### config.mk
export PLATFORM = sky130hd
export DESIGN_NAME = alu_seq
export DESIGN_NICKNAME = d
export VERILOG_FILES = /design/src/rtl/alu_seq.sv
export SDC_FILE = /design/constraint.sdc
export NUM_CORES = 1
export LEC_CHECK = 0
export ABC_AREA = 1
export ABC_CLOCK_PERIOD_IN_PS = 7000
export BUFFER_PORTS_ARGS = -buffer_cell sky130_fd_sc_hd__buf_2
export CAP_MARGIN = 20
export CORE_UTILIZATION = 47
export DETAILED_ROUTE_END_ITERATION = 10
export GPL_TIMING_DRIVEN = 0
export HOLD_SLACK_MARGIN = 0.1
export PLACE_DENSITY = 0.73
export SLEW_MARGIN = 20
export SYNTH_ARGS = -nofsm -noshare
export SYNTH_HDL_FRONTEND = slang
export SYNTH_SLANG_ARGS = --single-unit
### constraint.sdc
create_clock -name clk -period 7 [get_ports clk]
set_clock_uncertainty 0.05 [all_clocks]
set_input_delay 0.7 -clock clk [delete_from_list [all_inputs] [get_ports clk]]
set_output_delay 0.7 -clock clk [all_outputs]
set_load 0.005 [all_outputs]
### src/rtl/alu_seq.sv
// alu_seq: sequences ARM-style data-processing operations through an external
// 32-bit ALU. Narrow operations take one ALU pass and wide operations take two,
// with the carry chained between them. Results are returned through a
// ready/valid writeback port, and the architectural NZCV flags are kept here.
module alu_seq (
   input  logic        clk,
   input  logic        reset,
   input  logic        in_valid,
   output logic        in_ready,
   input  logic [3:0]  in_cond,
   input  logic [3:0]  in_opcode,
   input  logic        in_s,
   input  logic        in_wide,
   input  logic [3:0]  in_rd,
   input  logic [63:0] in_a,
   input  logic [63:0] in_b,
   output logic [31:0] alu_a,
   output logic [31:0] alu_b,
   output logic        alu_carry,
   output logic [3:0]  alu_opcode,
   input  logic [31:0] alu_c,
   input  logic [3:0]  alu_flags,
   output logic        wb_valid,
   input  logic        wb_ready,
   output logic [3:0]  wb_rd,
   output logic [31:0] wb_data,
   output logic [3:0]  flags,
   output logic        busy
);

   localparam logic [3:0] OP_SUB = 4'h2;
   localparam logic [3:0] OP_RSB = 4'h3;
   localparam logic [3:0] OP_ADD = 4'h4;
   localparam logic [3:0] OP_ADC = 4'h5;
   localparam logic [3:0] OP_SBC = 4'h6;
   localparam logic [3:0] OP_RSC = 4'h7;
   localparam logic [3:0] OP_CMP = 4'hA;
   localparam logic [3:0] OP_CMN = 4'hB;

   typedef enum logic [2:0] {
      IDLE = 3'd0,
      EXLO = 3'd1,
      EXHI = 3'd2,
      WBLO = 3'd3,
      WBHI = 3'd4
   } state_t;

   state_t      state_q, state_d;
   logic [3:0]  opcode_q, opcode_d;
   logic        s_q, s_d;
   logic        wide_q, wide_d;
   logic [3:0]  rd_q, rd_d;
   logic [63:0] a_q, a_d;
   logic [63:0] b_q, b_d;
   logic [31:0] res_lo_q, res_lo_d;
   logic [31:0] res_hi_q, res_hi_d;
   logic        z_lo_q, z_lo_d;
   logic        c_lo_q, c_lo_d;
   logic [3:0]  flags_q, flags_d;
   logic        upd_s;

   // ARM condition evaluation against NZCV
   function automatic logic cond_pass(input logic [3:0] cond, input logic [3:0] nzcv);
      logic n, z, c, v;
      n = nzcv[3];
      z = nzcv[2];
      c = nzcv[1];
      v = nzcv[0];
      case (cond)
         4'h0:    cond_pass = z;
         4'h1:    cond_pass = !z;
         4'h2:    cond_pass = c;
         4'h3:    cond_pass = !c;
         4'h4:    cond_pass = n;
         4'h5:    cond_pass = !n;
         4'h6:    cond_pass = v;
         4'h7:    cond_pass = !v;
         4'h8:    cond_pass = c && !z;
         4'h9:    cond_pass = !c || z;
         4'hA:    cond_pass = (n == v);
         4'hB:    cond_pass = (n != v);
         4'hC:    cond_pass = !z && (n == v);
         4'hD:    cond_pass = z || (n != v);
         4'hE:    cond_pass = 1'b1;
         default: cond_pass = 1'b0;
      endcase
   endfunction

   // TST/TEQ/CMP/CMN: flags only, no writeback
   function automatic logic is_compare(input logic [3:0] op);
      is_compare = (op[3:2] == 2'b10);
   endfunction

   // Opcodes whose ALU pass produces meaningful C and V
   function automatic logic is_arith(input logic [3:0] op);
      is_arith = ((op >= OP_SUB) && (op <= OP_RSC)) || (op == OP_CMP) || (op == OP_CMN);
   endfunction

   // Upper-word opcode so the carry propagates from the lower pass
   function automatic logic [3:0] hi_opcode(input logic [3:0] op);
      case (op)
         OP_ADD, OP_CMN: hi_opcode = OP_ADC;
         OP_SUB, OP_CMP: hi_opcode = OP_SBC;
         OP_RSB:         hi_opcode = OP_RSC;
         default:        hi_opcode = op;
      endcase
   endfunction

   // Logical ops keep the previous C and V
   function automatic logic [3:0] flags_after(input logic [3:0] op, input logic [3:0] res,
                                              input logic [3:0] old);
      if (is_arith(op)) begin
         flags_after = res;
      end else begin
         flags_after = {res[3:2], old[1:0]};
      end
   endfunction

   // State and datapath registers; reset discards any operation in flight
   always_ff @(posedge clk or posedge reset) begin
      if (reset) begin
         state_q  <= IDLE;
         opcode_q <= 4'd0;
         s_q      <= 1'b0;
         wide_q   <= 1'b0;
         rd_q     <= 4'd0;
         a_q      <= 64'd0;
         b_q      <= 64'd0;
         res_lo_q <= 32'd0;
         res_hi_q <= 32'd0;
         z_lo_q   <= 1'b0;
         c_lo_q   <= 1'b0;
         flags_q  <= 4'd0;
      end else begin
         state_q  <= state_d;
         opcode_q <= opcode_d;
         s_q      <= s_d;
         wide_q   <= wide_d;
         rd_q     <= rd_d;
         a_q      <= a_d;
         b_q      <= b_d;
         res_lo_q <= res_lo_d;
         res_hi_q <= res_hi_d;
         z_lo_q   <= z_lo_d;
         c_lo_q   <= c_lo_d;
         flags_q  <= flags_d;
      end
   end

   // Next-state, operand latching, result capture and flag update
   always_comb begin
      state_d  = state_q;
      opcode_d = opcode_q;
      s_d      = s_q;
      wide_d   = wide_q;
      rd_d     = rd_q;
      a_d      = a_q;
      b_d      = b_q;
      res_lo_d = res_lo_q;
      res_hi_d = res_hi_q;
      z_lo_d   = z_lo_q;
      c_lo_d   = c_lo_q;
      flags_d  = flags_q;
      upd_s    = s_q || is_compare(opcode_q);
      case (state_q)
         IDLE: begin
            // a failed condition retires here: nothing latched, flags untouched
            if (in_valid && cond_pass(in_cond, flags_q)) begin
               opcode_d = in_opcode;
               s_d      = in_s;
               wide_d   = in_wide;
               rd_d     = in_rd;
               a_d      = in_a;
               b_d      = in_b;
               state_d  = EXLO;
            end else begin
               state_d  = IDLE;
            end
         end
         EXLO: begin
            res_lo_d = alu_c;
            z_lo_d   = alu_flags[2];
            c_lo_d   = alu_flags[1];
            if (wide_q) begin
               state_d = EXHI;
            end else begin
               if (upd_s) begin
                  flags_d = flags_after(opcode_q, alu_flags, flags_q);
               end else begin
                  flags_d = flags_q;
               end
               state_d = is_compare(opcode_q) ? IDLE : WBLO;
            end
         end
         EXHI: begin
            res_hi_d = alu_c;
            if (upd_s) begin
               flags_d = flags_after(opcode_q,
                                     {alu_flags[3], alu_flags[2] & z_lo_q, alu_flags[1:0]},
                                     flags_q);
            end else begin
               flags_d = flags_q;
            end
            state_d = is_compare(opcode_q) ? IDLE : WBLO;
         end
         WBLO: begin
            if (wb_ready) begin
               state_d = wide_q ? WBHI : IDLE;
            end else begin
               state_d = WBLO;
            end
         end
         WBHI: begin
            if (wb_ready) begin
               state_d = IDLE;
            end else begin
               state_d = WBHI;
            end
         end
         default: begin
            state_d = IDLE;
         end
      endcase
   end

   // Output decode: ALU drive in EX states, writeback offer in WB states
   always_comb begin
      alu_a      = 32'd0;
      alu_b      = 32'd0;
      alu_carry  = 1'b0;
      alu_opcode = 4'd0;
      wb_valid   = 1'b0;
      wb_rd      = 4'd0;
      wb_data    = 32'd0;
      case (state_q)
         EXLO: begin
            alu_a      = a_q[31:0];
            alu_b      = b_q[31:0];
            alu_carry  = flags_q[1];
            alu_opcode = opcode_q;
         end
         EXHI: begin
            alu_a      = a_q[63:32];
            alu_b      = b_q[63:32];
            alu_carry  = c_lo_q;
            alu_opcode = hi_opcode(opcode_q);
         end
         WBLO: begin
            wb_valid = 1'b1;
            wb_rd    = rd_q;
            wb_data  = res_lo_q;
         end
         WBHI: begin
            wb_valid = 1'b1;
            wb_rd    = rd_q + 4'd1;
            wb_data  = res_hi_q;
         end
         default: begin
            wb_valid = 1'b0;
         end
      endcase
      in_ready = (state_q == IDLE);
      busy     = (state_q != IDLE);
      flags    = flags_q;
   end

endmodule
Yosys cells after proc, flatten, opt, wreduce, memory -nomap -nowiden
Index checks and enable logic that the tools add are counted.
{"block": "word_totals", "register_bits": 211, "in_bits": 182, "out_inout_bits": 112}
{"block": "classes", "addsub": 1, "magnitude_cmp": 2, "eq_ne": 31, "n_mux": 23, "bitwise": 1, "reduce_logical": 23}
{"operator": "case mux 32 bit (2 select lines)", "count": 3}
{"operator": "equality test 4 bit (second input constant)", "count": 9}
{"operator": "case mux 4 bit (2 select lines)", "count": 3}
{"operator": "equality test 4 x 3 -> 1 bit (second input constant)", "count": 5}
{"operator": "equality test 4 x 2 -> 1 bit (second input constant)", "count": 4}
{"operator": "case mux 1 bit (15 select lines)", "count": 1}
{"operator": "case mux 3 bit (5 select lines)", "count": 1}
{"operator": "two-way mux 4 bit", "count": 3}
{"operator": "case mux 4 bit (3 select lines)", "count": 1}
{"operator": "!= test 2 bit (second input constant)", "count": 5}
{"operator": "two-way mux 3 bit", "count": 3}
{"operator": "two-way mux 2 bit", "count": 4}
{"operator": "equality test 3 x 2 -> 1 bit (second input constant)", "count": 2}
{"operator": "AND reduction 6 bit", "count": 1}
{"operator": "OR reduction 2 bit", "count": 3}
{"operator": "logical OR 1 bit", "count": 5}
{"operator": "adder 4 x 1 -> 4 bit (second input constant)", "count": 1}
{"operator": "equality test 4 x 1 -> 1 bit (second input constant)", "count": 1}
{"operator": ">= comparator 4 x 2 -> 1 bit (second input constant)", "count": 1}
{"operator": "less-or-equal comparator 4 x 3 -> 1 bit (second input constant)", "count": 1}
{"operator": "logical AND 1 bit", "count": 4}
{"operator": "logical NOT 1 bit", "count": 4}
{"operator": "logical NOT 4 bit", "count": 1}
{"operator": "AND reduction 4 bit", "count": 1}
{"operator": "other kinds (12)", "count": 14}

Logic depth before layout (Yosys ltp)
Gate-level depths: netlist of run 1.
{"block": "logic_depth", "depth_word": 8, "ltp_mapped": 14}

Worst setup path after synthesis of run 1
No wires, ideal clock.
{"block": "synth_path", "path_kind": "reg2out", "start": "register state_q[2]", "end": "output port alu_a[10]", "arrival_time_ns": 1.332, "path_slack_ns": 4.918, "stages_incl_launch_ff": 8, "cell_sequence": "dfrtp_1 inv_1 nand3_1 inv_1 buf_2 buf_1 nand2_1 o21ai_0"}
{"block": "synth_between", "elab_chain_cells": 2}
{"element": "start: declaration", "line_no": "48", "text": "state_t state_q, state_d;"}
{"element": "start signal: assignment", "line_no": "135", "text": "state_q <= state_d;"}
{"element": "equality test 3 x 2 -> 1 bit / equality test 3 x 1 -> 1 bit (equally long branches)", "line_no": "235", "text": "case (state_q)"}
{"element": "case mux 32 bit (2 select lines) (*)", "line_no": "235"}
{"element": "end: declaration", "line_no": "17", "text": "output logic [31:0] alu_a,"}
Mark *: on every way between the ends. The rest lies on a longest branch, timed or not.

Worst setup path after layout of run 1
{"block": "layout_path", "start": "register state_q[2]", "end": "output port alu_a[29]"}
Same word-level chain as after synthesis.

==> results.sh, run 1 <==
export IMPL_met3_usage=0.0506
export IMPL_final_nets=1720
export IMPL_grt_antenna_before_repair=7
export IMPL_netlist_top_cells_area="dfrtp_1 54%, nand2_1 17%, nand3_1 7.7%"
export IMPL_wl_per_cell_um=15.9
export IMPL_drc=0
export IMPL_setup_viol=0
export IMPL_numCtsBuffers=23
export IMPL_path_clk_slew_ns=0.06
export IMPL_drv_slew=0
export IMPL_die_x_um=146
export IMPL_cellPowerDensity_mw_per_mm2=438
export IMPL_critical_path_max_fanout=10
export IMPL_synth_avg_cell_area_um2=8.06
export IMPL_rsz0062_at_grt="no"
export IMPL_grt_pass1_vias=8978
export IMPL_track_usage=0.271
export IMPL_place_area_mm2=0.0117
export IMPL_critPathTopFamily="buffers and inverters"
export IMPL_routed_wl_um=29000
export IMPL_gp_congestion=0.883
export IMPL_first_iter_violations=436
export IMPL_ant_nets=0
export IMPL_drt_first_pass_iters=5
export IMPL_die_area_mm2=0.0214
export IMPL_path_depth=8
export IMPL_switching_share=0.387
export IMPL_ys_types=26
export IMPL_fmax_mhz=295
export IMPL_overflow=0
export IMPL_top_usage_layer="met2"
export IMPL_synth_cell_area_mm2=0.00980
export IMPL_worstSetupStartpointType="flop"
export IMPL_synthCells=1216
export IMPL_required_ns=6.25
export IMPL_vias=9243
export IMPL_tns_ns=0
export IMPL_seq_area_frac_synth=0.539
export IMPL_pwr_share_comb=0.377
export IMPL_critPathKind="reg -> out"
export IMPL_hpwl_um=21000
export IMPL_syn_nets=1399
export IMPL_pwr_share_clk=0.240
export IMPL_grt_util_met2=0.443
export IMPL_max_slew_margin=0.556
export IMPL_hold_path_class="in -> reg"
export IMPL_cts_root_buf="clkbuf_16"
export IMPL_synth_area_leader_cell="dfrtp_1"
export IMPL_grt_pass1_wl_um=46100
export IMPL_use_met1=0.365
export IMPL_rr_worst_depth=8
export IMPL_synth_top_area_share=0.539
export IMPL_synth_ff_type="dfrtp_1"
export IMPL_clock_latency_ns=0.51
export IMPL_cpPeakStageDelay_ns=0.44
export IMPL_grt_max_degree=106
export IMPL_yosysWarnings=0
export IMPL_io_pins=294
export IMPL_area_growth_pct=27.7
export IMPL_synth_async_reset_ratio=1.00
export IMPL_io_buffer_count=293
export IMPL_postCtsSetupRepairBufs=0
export IMPL_core_area_mm2=0.0204
export IMPL_viasPerCell=5.06
export IMPL_intPower_mw=3.36
export IMPL_endpoint_kind="output pin"
export IMPL_synth_edf_count=0
export IMPL_min_path_cells=3
export IMPL_num_rows=52
export IMPL_layout_drive_gt1_share=0.250
export IMPL_peakVddDrop_mv=0.234
export IMPL_final_core_util=0.614
export IMPL_power_switching_mw=2.12
export IMPL_final_design_area_no_fill_mm2=0.0125
export IMPL_finalCritPeriodShare=0.484
export IMPL_ys_ff_latch=211
export IMPL_arrival_ns=2.64
export IMPL_power_leakage_nw=7.02
export IMPL_cap_violations=0
export IMPL_htree_levels=1
export IMPL_crit_chain="inv_1 -> nand3_1 -> inv_1 -> buf_2 -> buf_1 -> nand2_1 -> o21ai_0 -> buf_2"
export IMPL_dieHeight_um=146
export IMPL_worst_pin_slew_ns=0.659
export IMPL_start_util=0.481
export IMPL_report_final_hold_viol_count=0
export IMPL_cts_tree="done"
export IMPL_cpMaxStageDelayCell="buf_1"
export IMPL_power_frac_seq=0.383
export IMPL_worst_path_buf_inv=5
export IMPL_cts_sinks=211
export IMPL_status="finished clean"
export IMPL_min_period_ns=3.39
export IMPL_fillers=1837
export IMPL_clockBufferDepth=3
## per-layer routing
| layer | wire length (µm) | part of all wire |
|---|---|---|
| met4 | 819 | 0.028 |
| met1 | 12600 | 0.43 |
| met3 | 1970 | 0.068 |
| met5 | 32 | 0.0011 |
| met2 | 13600 | 0.47 |
## registers in the layout (all words and copies together) (netlist names), 3 cells and up
register	flops
a_q	64
b_q	64
flags	4
opcode_q	4
rd_q	4
res_hi_q	32
res_lo_q	32
state_q	3
## power by group through the flow
stage               combinational (mW)  clock [mW]  sequential [mW]
finish                            2.07        1.32             2.10
global route                      2.35        1.38             2.16
CTS                               2.08        1.33             2.09
detailed placement                2.07           0             2.11
global placement                  2.02           0             2.09
floorplan                         1.30           0             2.03
## placed cells by master, fill, tap and decap left out, types with 3 or more instances in the layout
cell | synthesis | layout
nand3_1 | 150 | 150
clkbuf_1 | 26 | 30
dfrtp_1 | 211 | 211
clkbuf_8 | 0 | 6
a22o_1 | 33 | 33
inv_1 | 122 | 121
buf_2 | 34 | 327
o21ai_0 | 139 | 139
diode_2 | 0 | 3
a21oi_1 | 7 | 7
o22ai_1 | 3 | 3
clkinv_2 | 0 | 3
clkbuf_16 | 0 | 23
nand2_1 | 442 | 442
buf_4 | 3 | 3
buf_6 | 12 | 12
bufinv_16 | 0 | 4
buf_1 | 5 | 5
nor2_1 | 13 | 13
## cell type report
class / count / area, µm² / area share
Antenna cell: 3 / 7.51 / 0.000600
Tap cell: 270 / 338 / 0.0270
Timing Repair Buffer: 296 / 1530 / 0.122
Multi-Input combinational cell: 801 / 3610 / 0.289
Clock buffer: 33 / 673 / 0.0538
Sequential cell: 211 / 5280 / 0.422
Buffer: 80 / 444 / 0.0355
Clock inverter: 9 / 153 / 0.0122
Inverter: 124 / 473 / 0.0378
## kinds of logic after synthesis
family / synth area share
and+or+nand+nor: 0.255
muxes: 0.00115
AOI/OAI and AO/OA: 0.110
DFF: 0.539
adders and majority gates: 0.00128
buffers and inverters: 0.0928
xor gates and xnor gates: 0.000894
## synth_stat cells (3+ instances only)
| cell | count |
|---|---|
| nand2_1 | 442 |
| dfrtp_1 | 211 |
| nand3_1 | 150 |
| o21ai_0 | 139 |
| inv_1 | 122 |
| buf_2 | 34 |
| a22o_1 | 33 |
| clkbuf_1 | 26 |
| nor2_1 | 13 |
| buf_6 | 12 |
| a21oi_1 | 7 |
| buf_1 | 5 |
| buf_4 | 3 |
| o22ai_1 | 3 |
## per-stage QoR
stage               setup WS, ns  hold WS, ns  total power, mW  cells
finish                      3.61        0.338             5.48   1827
floorplan                  0.484        0.392             3.34   1216
CTS                         3.60        0.324             5.51   1824
global route                3.42        0.362             5.90   1825
global placement           -1.90        0.403             4.11   1779
detailed placement          4.18        0.408             4.18   1781
## timing repair
| item | 4_1_cts | 5_1_grt |
|---|---|---|
| hold buffers | 1 | 0 |
| endpoints found under the hold margin | 6 | 0 |
| gates resized for setup | 0 | 0 |
## worst min-delay path, delay by kind of cell
kind                   cells  cell delay [ns]
AOI/OAI and AO/OA          1             0.06
and+or+nand+nor            1             0.04
buffers and inverters      1             0.07
## path summary, 6_finish.rpt
| check | startpoint | endpoint | slack, ns |
|---|---|---|---|
| worst max-delay path | state_q[2] | alu_a[29] | 3.61 |
| worst min-delay path | alu_flags[3] | flags[3] | 0.34 |
| worst max register to register | state_q[2] | flags[0] | 5.01 |
| worst min register to register | b_q[20] | b_q[20] | 0.42 |
| max in group asynchronous | reset | a_q[43] | 5.57 |
| min in group asynchronous | reset | res_lo_q[5] | 0.59 |
No activity file was read; power rests on OpenSTA's default activity.
==> run 2, diff against run 1 <==
--- a/config.mk
+++ b/config.mk
@@ -6,7 +6,7 @@
 export NUM_CORES = 1
 export LEC_CHECK = 0
 export ABC_AREA = 1
-export ABC_CLOCK_PERIOD_IN_PS = 7000
+export ABC_CLOCK_PERIOD_IN_PS = 3000
 export BUFFER_PORTS_ARGS = -buffer_cell sky130_fd_sc_hd__buf_2
 export CAP_MARGIN = 20
 export CORE_UTILIZATION = 47
==> constraint.sdc (replaced) <==
create_clock -name clk -period 3 [get_ports clk]
set_clock_uncertainty 0.05 [all_clocks]
set_input_delay 0.3 -clock clk [delete_from_list [all_inputs] [get_ports clk]]
set_output_delay 0.3 -clock clk [all_outputs]
set_load 0.005 [all_outputs]
==> run 2 against run 1 <==
Critical path depth decreased by 2; critical endpoint is now alu_a[26]; final cell count grew 9.6%; clock power grew 120%; combinational power grew 150%; register-to-register slack lost 4.1 ns; hold slack improved by 0.033 ns; count of clock-buffer cells in the layout up 1; wire length is 16% higher; utilization grew 8.8 points; global-route usage up 4.7 points; final area increased by 14%.
==> results.sh, run 2 (synthesis gave the netlist of run 1 again) <==
export IMPL_clockBufferDepth=3
export IMPL_viasPerCell=5.22
export IMPL_status="finished clean"
export IMPL_worstSetupStartpointType="flop"
export IMPL_numCtsBuffers=23
export IMPL_final_cell_mix="442 x nand2_1, 327 x buf_2, 211 x dfrtp_1, 176 x dlygate4sd3_1, 150 x nand3_1"
export IMPL_io_pins=294
export IMPL_min_period_ns=2.82
export IMPL_cts_root_buf="clkbuf_16"
export IMPL_report_final_hold_viol_count=0
export IMPL_cp_common_cell="buf_2"
export IMPL_cpMaxStageDelayCell="nand3_1"
export IMPL_fmax_mhz=354
export IMPL_cpPeakStageDelay_ns=0.43
export IMPL_worst_pin_slew_ns=0.740
export IMPL_arrival_ns=2.47
export IMPL_rr_worst_depth=8
export IMPL_cts_sinks=211
export IMPL_rsz0062_at_grt="no"
export IMPL_overflow=0
export IMPL_fillers=1526
export IMPL_first_iter_violations=548
export IMPL_top_regs="a_q: 64 flops, b_q: 64 flops"
export IMPL_io_buffer_count=293
export IMPL_start_util=0.481
export IMPL_hold_path_class="in -> async"
export IMPL_wl_per_cell_um=16.8
export IMPL_clock_latency_ns=0.50
export IMPL_hpwl_um=21600
export IMPL_layout_commonest_cell="nand2_1"
export IMPL_r2r_setup_slack_ns=0.92
export IMPL_critical_path_max_fanout=10
export IMPL_power_leakage_nw=7.78
export IMPL_grt_max_degree=35
export IMPL_path_clk_slew_ns=0.06
export IMPL_required_ns=2.65
export IMPL_final_core_util=0.702
export IMPL_place_area_mm2=0.0118
export IMPL_final_nets=1900
export IMPL_drv_slew=0
export IMPL_crit_chain="inv_1 -> nand3_1 -> buf_2 -> clkbuf_1 -> o21ai_0 -> buf_2"
export IMPL_drt_first_pass_iters=7
export IMPL_cap_violations=0
export IMPL_layout_drive_gt1_share=0.229
export IMPL_gp_congestion=0.854
export IMPL_die_area_mm2=0.0214
export IMPL_grt_pass1_vias=10552
export IMPL_endpoint_kind="output pin"
export IMPL_ant_nets=0
export IMPL_die_x_um=146
export IMPL_grt_pass1_wl_um=53700
export IMPL_post_place_ws_ns=0.576
export IMPL_cellPowerDensity_mw_per_mm2=909
export IMPL_cts_tree="done"
export IMPL_vias=10457
export IMPL_final_design_area_no_fill_mm2=0.0143
export IMPL_holdWs_ns=0.371
export IMPL_critPathKind="reg -> out"
export IMPL_worstSetupStartpoint="state_q[2]"
export IMPL_grt_antenna_before_repair=1
export IMPL_num_rows=52
export IMPL_dieHeight_um=146
export IMPL_core_area_mm2=0.0204
export IMPL_postCtsSetupRepairBufs=0
export IMPL_setup_viol=0
export IMPL_track_usage=0.318
export IMPL_fin_ws_ns=0.179
export IMPL_r2r_start="state_q[2]"
export IMPL_r2r_end="flags[0]"
export IMPL_crit_path_end="alu_a[26]"
export IMPL_peakVddDrop_mv=0.520
export IMPL_routed_wl_um=33700
export IMPL_finalCritPeriodShare=0.940
export IMPL_drc=0
export IMPL_area_growth_pct=45.9
export IMPL_max_slew_margin=0.502
export IMPL_htree_levels=1
==> run 2: cell count changes in the layout (fill, tap and decap cells not counted), sizes merged <==
cell / before / now
diode: 3 / 1
dlygate4sd3: 1 / 176
buf: 349 / 351
clkbuf: 59 / 63
clkinvlp: 0 / 1
bufinv: 4 / 2
clkinv: 5 / 6
inv: 124 / 121
==> run 2: worst min path at each step <==
stage	depth (start not counted)	to	startpoint
global route	3	res_hi_q[6]	reset
CTS	3	res_hi_q[6]	reset
finish	3	res_hi_q[6]	reset
floorplan	1	state_q[2]	wb_ready
detailed placement	2	res_hi_q[7]	reset
global placement	2	b_q[14]	b_q[14]
==> run 2: layout make-up <==
type,count,area (µm²),share of cell area
multi-input combinational,801,3610,0.252
sequential,211,5280,0.369
timing repair buffer,476,3380,0.236
clock inverter,6,80.1,0.00560
clock buffer,34,697,0.0487
tap,270,338,0.0236
inverter,124,469,0.0328
antenna,1,2.50,0.000175
buffer,80,449,0.0314
==> run 2: layer usage <==
layer  GRT usage  up-vias  routed length (µm)
li1            -     4886                   -
met1       0.396     4959               13500
met2       0.540      503               16400
met3      0.0613      109                2380
met4       0.135        0                1370
met5           0        -                   0
==> run 2: per-stage QoR <==
stage / setup TNS [ns] / power (mW) / std cells
floorplan: -19.45 / 7.78 / 1216
global placement: -292.48 / 9.58 / 1779
detailed placement: 0 / 9.78 / 1786
CTS: 0 / 12.9 / 2002
global route: 0 / 13.9 / 2003
finish: 0 / 13.0 / 2003
==> run 2: what timing repair did <==
action	4_1_cts	5_1_grt
endpoints found under the hold margin	233	0
gates resized for setup	0	5
setup endpoints to repair	0	31
hold buffers	176	0
==> run 2: power by group <==
group          total, mW  internal (mW)  switching [mW]
sequential          4.92           4.17           0.754
clock               2.91           1.77            1.14
combinational       5.16           1.93            3.23
total               13.0           7.87            5.13
==> run 2: critical path: cells and delay by family, from the launching register on <==
| family | cells | cell delay (ns) |
|---|---|---|
| simple gates | 1 | 0.43 |
| compound gates | 1 | 0.17 |
| buf+inv | 4 | 0.98 |
| flops | 1 | 0.39 |
==> run 3, diff against run 2 <==
--- a/config.mk
+++ b/config.mk
@@ -6,14 +6,15 @@
 export NUM_CORES = 1
 export LEC_CHECK = 0
 export ABC_AREA = 1
-export ABC_CLOCK_PERIOD_IN_PS = 3000
+export ABC_CLOCK_PERIOD_IN_PS = 3400
 export BUFFER_PORTS_ARGS = -buffer_cell sky130_fd_sc_hd__buf_2
 export CAP_MARGIN = 20
-export CORE_UTILIZATION = 47
+export CORE_UTILIZATION = 56
 export DETAILED_ROUTE_END_ITERATION = 10
 export GPL_TIMING_DRIVEN = 0
 export HOLD_SLACK_MARGIN = 0.1
-export PLACE_DENSITY = 0.73
+export PLACE_DENSITY = 0.82
+export SKIP_CTS_REPAIR_TIMING = 1
 export SLEW_MARGIN = 20
 export SYNTH_ARGS = -nofsm -noshare
 export SYNTH_HDL_FRONTEND = slang
==> constraint.sdc (replaced) <==
create_clock -name clk -period 3.4 [get_ports clk]
set_clock_uncertainty 0.05 [all_clocks]
set_input_delay 0.34 -clock clk [delete_from_list [all_inputs] [get_ports clk]]
set_output_delay 0.34 -clock clk [all_outputs]
set_load 0.005 [all_outputs]
==> run 3 against run 2 <==
Final area shrank 2.1%; hold slack lost 0.31 ns; power shrank 11%; first-iteration DRC count grew 86%; global-route usage grew 0.16 points; critical path depth grew 2; critical path type unchanged; non-clock buffer count shrank 21; count of clock-buffer cells in the layout is the same; wire length grew 4.6%; via count grew 3.7%; register-to-register slack gained 0.37 ns; utilization grew 11 points.
==> results.sh, run 3 (synthesis gave the netlist of run 1 again) <==
export IMPL_report_final_hold_viol_count=0
export IMPL_area_growth_pct=42.9
export IMPL_rsz0062_at_grt="no"
export IMPL_min_path_cells=3
export IMPL_first_iter_violations=1019
export IMPL_cts_root_buf="clkbuf_16"
export IMPL_cts_sinks=211
export IMPL_r2r_setup_slack_ns=1.29
export IMPL_track_usage=0.319
export IMPL_top_regs="a_q: 64 flops, b_q: 64 flops"
export IMPL_gp_congestion=0.911
export IMPL_critPathKind="reg -> out"
export IMPL_drv_slew=0
export IMPL_grt_antenna_before_repair=1
export IMPL_dieHeight_um=134
export IMPL_fin_ws_ns=0.351
export IMPL_power_leakage_nw=7.67
export IMPL_drc=0
export IMPL_min_delay_start="in_a[2]"
export IMPL_holdWs_ns=0.0610
export IMPL_whs_endpoint="a_q[2]"
export IMPL_io_pins=294
export IMPL_fmax_mhz=328
export IMPL_clockBufferDepth=3
export IMPL_worstSetupStartpointType="flop"
export IMPL_hpwl_um=20900
export IMPL_min_period_ns=3.05
export IMPL_cap_violations=0
export IMPL_required_ns=3.01
export IMPL_htree_levels=1
export IMPL_r2r_start="state_q[2]"
export IMPL_r2r_end="flags[1]"
export IMPL_cts_tree="done"
export IMPL_post_place_ws_ns=1.00
export IMPL_ant_nets=0
export IMPL_cellPowerDensity_mw_per_mm2=827
export IMPL_setup_viol=0
export IMPL_finalCritPeriodShare=0.897
export IMPL_path_clk_slew_ns=0.06
export IMPL_worst_pin_slew_ns=0.677
export IMPL_drt_first_pass_iters=6
export IMPL_die_area_mm2=0.0180
export IMPL_max_slew_margin=0.548
export IMPL_grt_max_degree=35
export IMPL_arrival_ns=2.66
export IMPL_final_cell_mix="442 x nand2_1, 327 x buf_2, 211 x dfrtp_1, 156 x dlygate4sd3_1, 150 x nand3_1"
export IMPL_clock_latency_ns=0.50
export IMPL_hold_path_class="in -> reg"
export IMPL_routed_wl_um=35200
export IMPL_layout_commonest_cell="nand2_1"
export IMPL_peakVddDrop_mv=0.553
export IMPL_viasPerCell=5.60
export IMPL_io_buffer_count=293
export IMPL_wl_per_cell_um=18.2
export IMPL_critical_path_max_fanout=10
export IMPL_core_area_mm2=0.0172
export IMPL_die_x_um=134
export IMPL_status="finished clean"
export IMPL_final_nets=1878
export IMPL_numCtsBuffers=22
export IMPL_num_rows=48
export IMPL_rr_worst_depth=8
export IMPL_grt_pass1_wl_um=44900
export IMPL_endpoint_kind="output pin"
export IMPL_layout_drive_gt1_share=0.229
export IMPL_grt_pass1_vias=8956
export IMPL_start_util=0.571
export IMPL_overflow=0
export IMPL_vias=10848
[run 3: worst max-delay path by stage]
stage,start,to,slack (ns),cells after the start
finish,state_q[2],alu_a[18],0.35,8
detailed placement,state_q[2],alu_a[27],1.00,8
global route,state_q[2],alu_a[18],0.19,8
CTS,state_q[2],alu_a[23],0.47,8
global placement,reset,a_q[11],-0.94,2
floorplan,reset,a_q[0],0.27,1
[run 3: layout make-up]
| type | instances | area (µm²) |
|---|---|---|
| flip-flops and latches | 211 | 5280 |
| multi-input cells | 801 | 3610 |
| fillers | 1027 | 3170 |
| repair buffers | 455 | 3150 |
| clock buffers | 34 | 697 |
| inverters | 124 | 469 |
| plain buffers | 80 | 444 |
| well taps | 225 | 282 |
| clock inverters | 5 | 75.1 |
| diodes | 1 | 2.50 |
[run 3: where the power goes]
group / switching (mW) / internal [mW]
clock network: 1.00 / 1.56
registers: 0.714 / 3.68
logic: 2.95 / 1.68
total: 4.66 / 6.92
[run 3: worst max-delay path, stage by stage (launching register included)]
cell and delay [ns]:
dfrtp_1 0.40, inv_1 0.08, nand3_1 0.28, inv_1 0.23, buf_2 0.28, buf_1 0.42
nand2_1 0.15, o21ai_0 0.14, buf_2 0.16
[run 3: metrics by stage]
| step | instances | power [mW] | instance area (µm²) | util | setup TNS [ns] |
|---|---|---|---|---|---|
| floorplan | 1216 | 6.87 | 9800 | - | 0 |
| global placement | 1734 | 8.39 | 11600 | 0.673 | -195.58 |
| detailed placement | 1740 | 8.58 | 11700 | 0.680 | 0 |
| CTS | 1779 | 11.2 | 12400 | 0.725 | 0 |
| global route | 1936 | 12.3 | 14000 | 0.816 | 0 |
| finish | 1936 | 11.6 | 14000 | 0.816 | 0 |
[run 3: metal layers]
layer	GRT usage	vias up	wire length, µm
met5	0	-	0
met4	0.122	0	2040
met3	0.0608	187	3250
met2	0.523	726	16800
met1	0.422	5094	13100
li1	-	4841	-
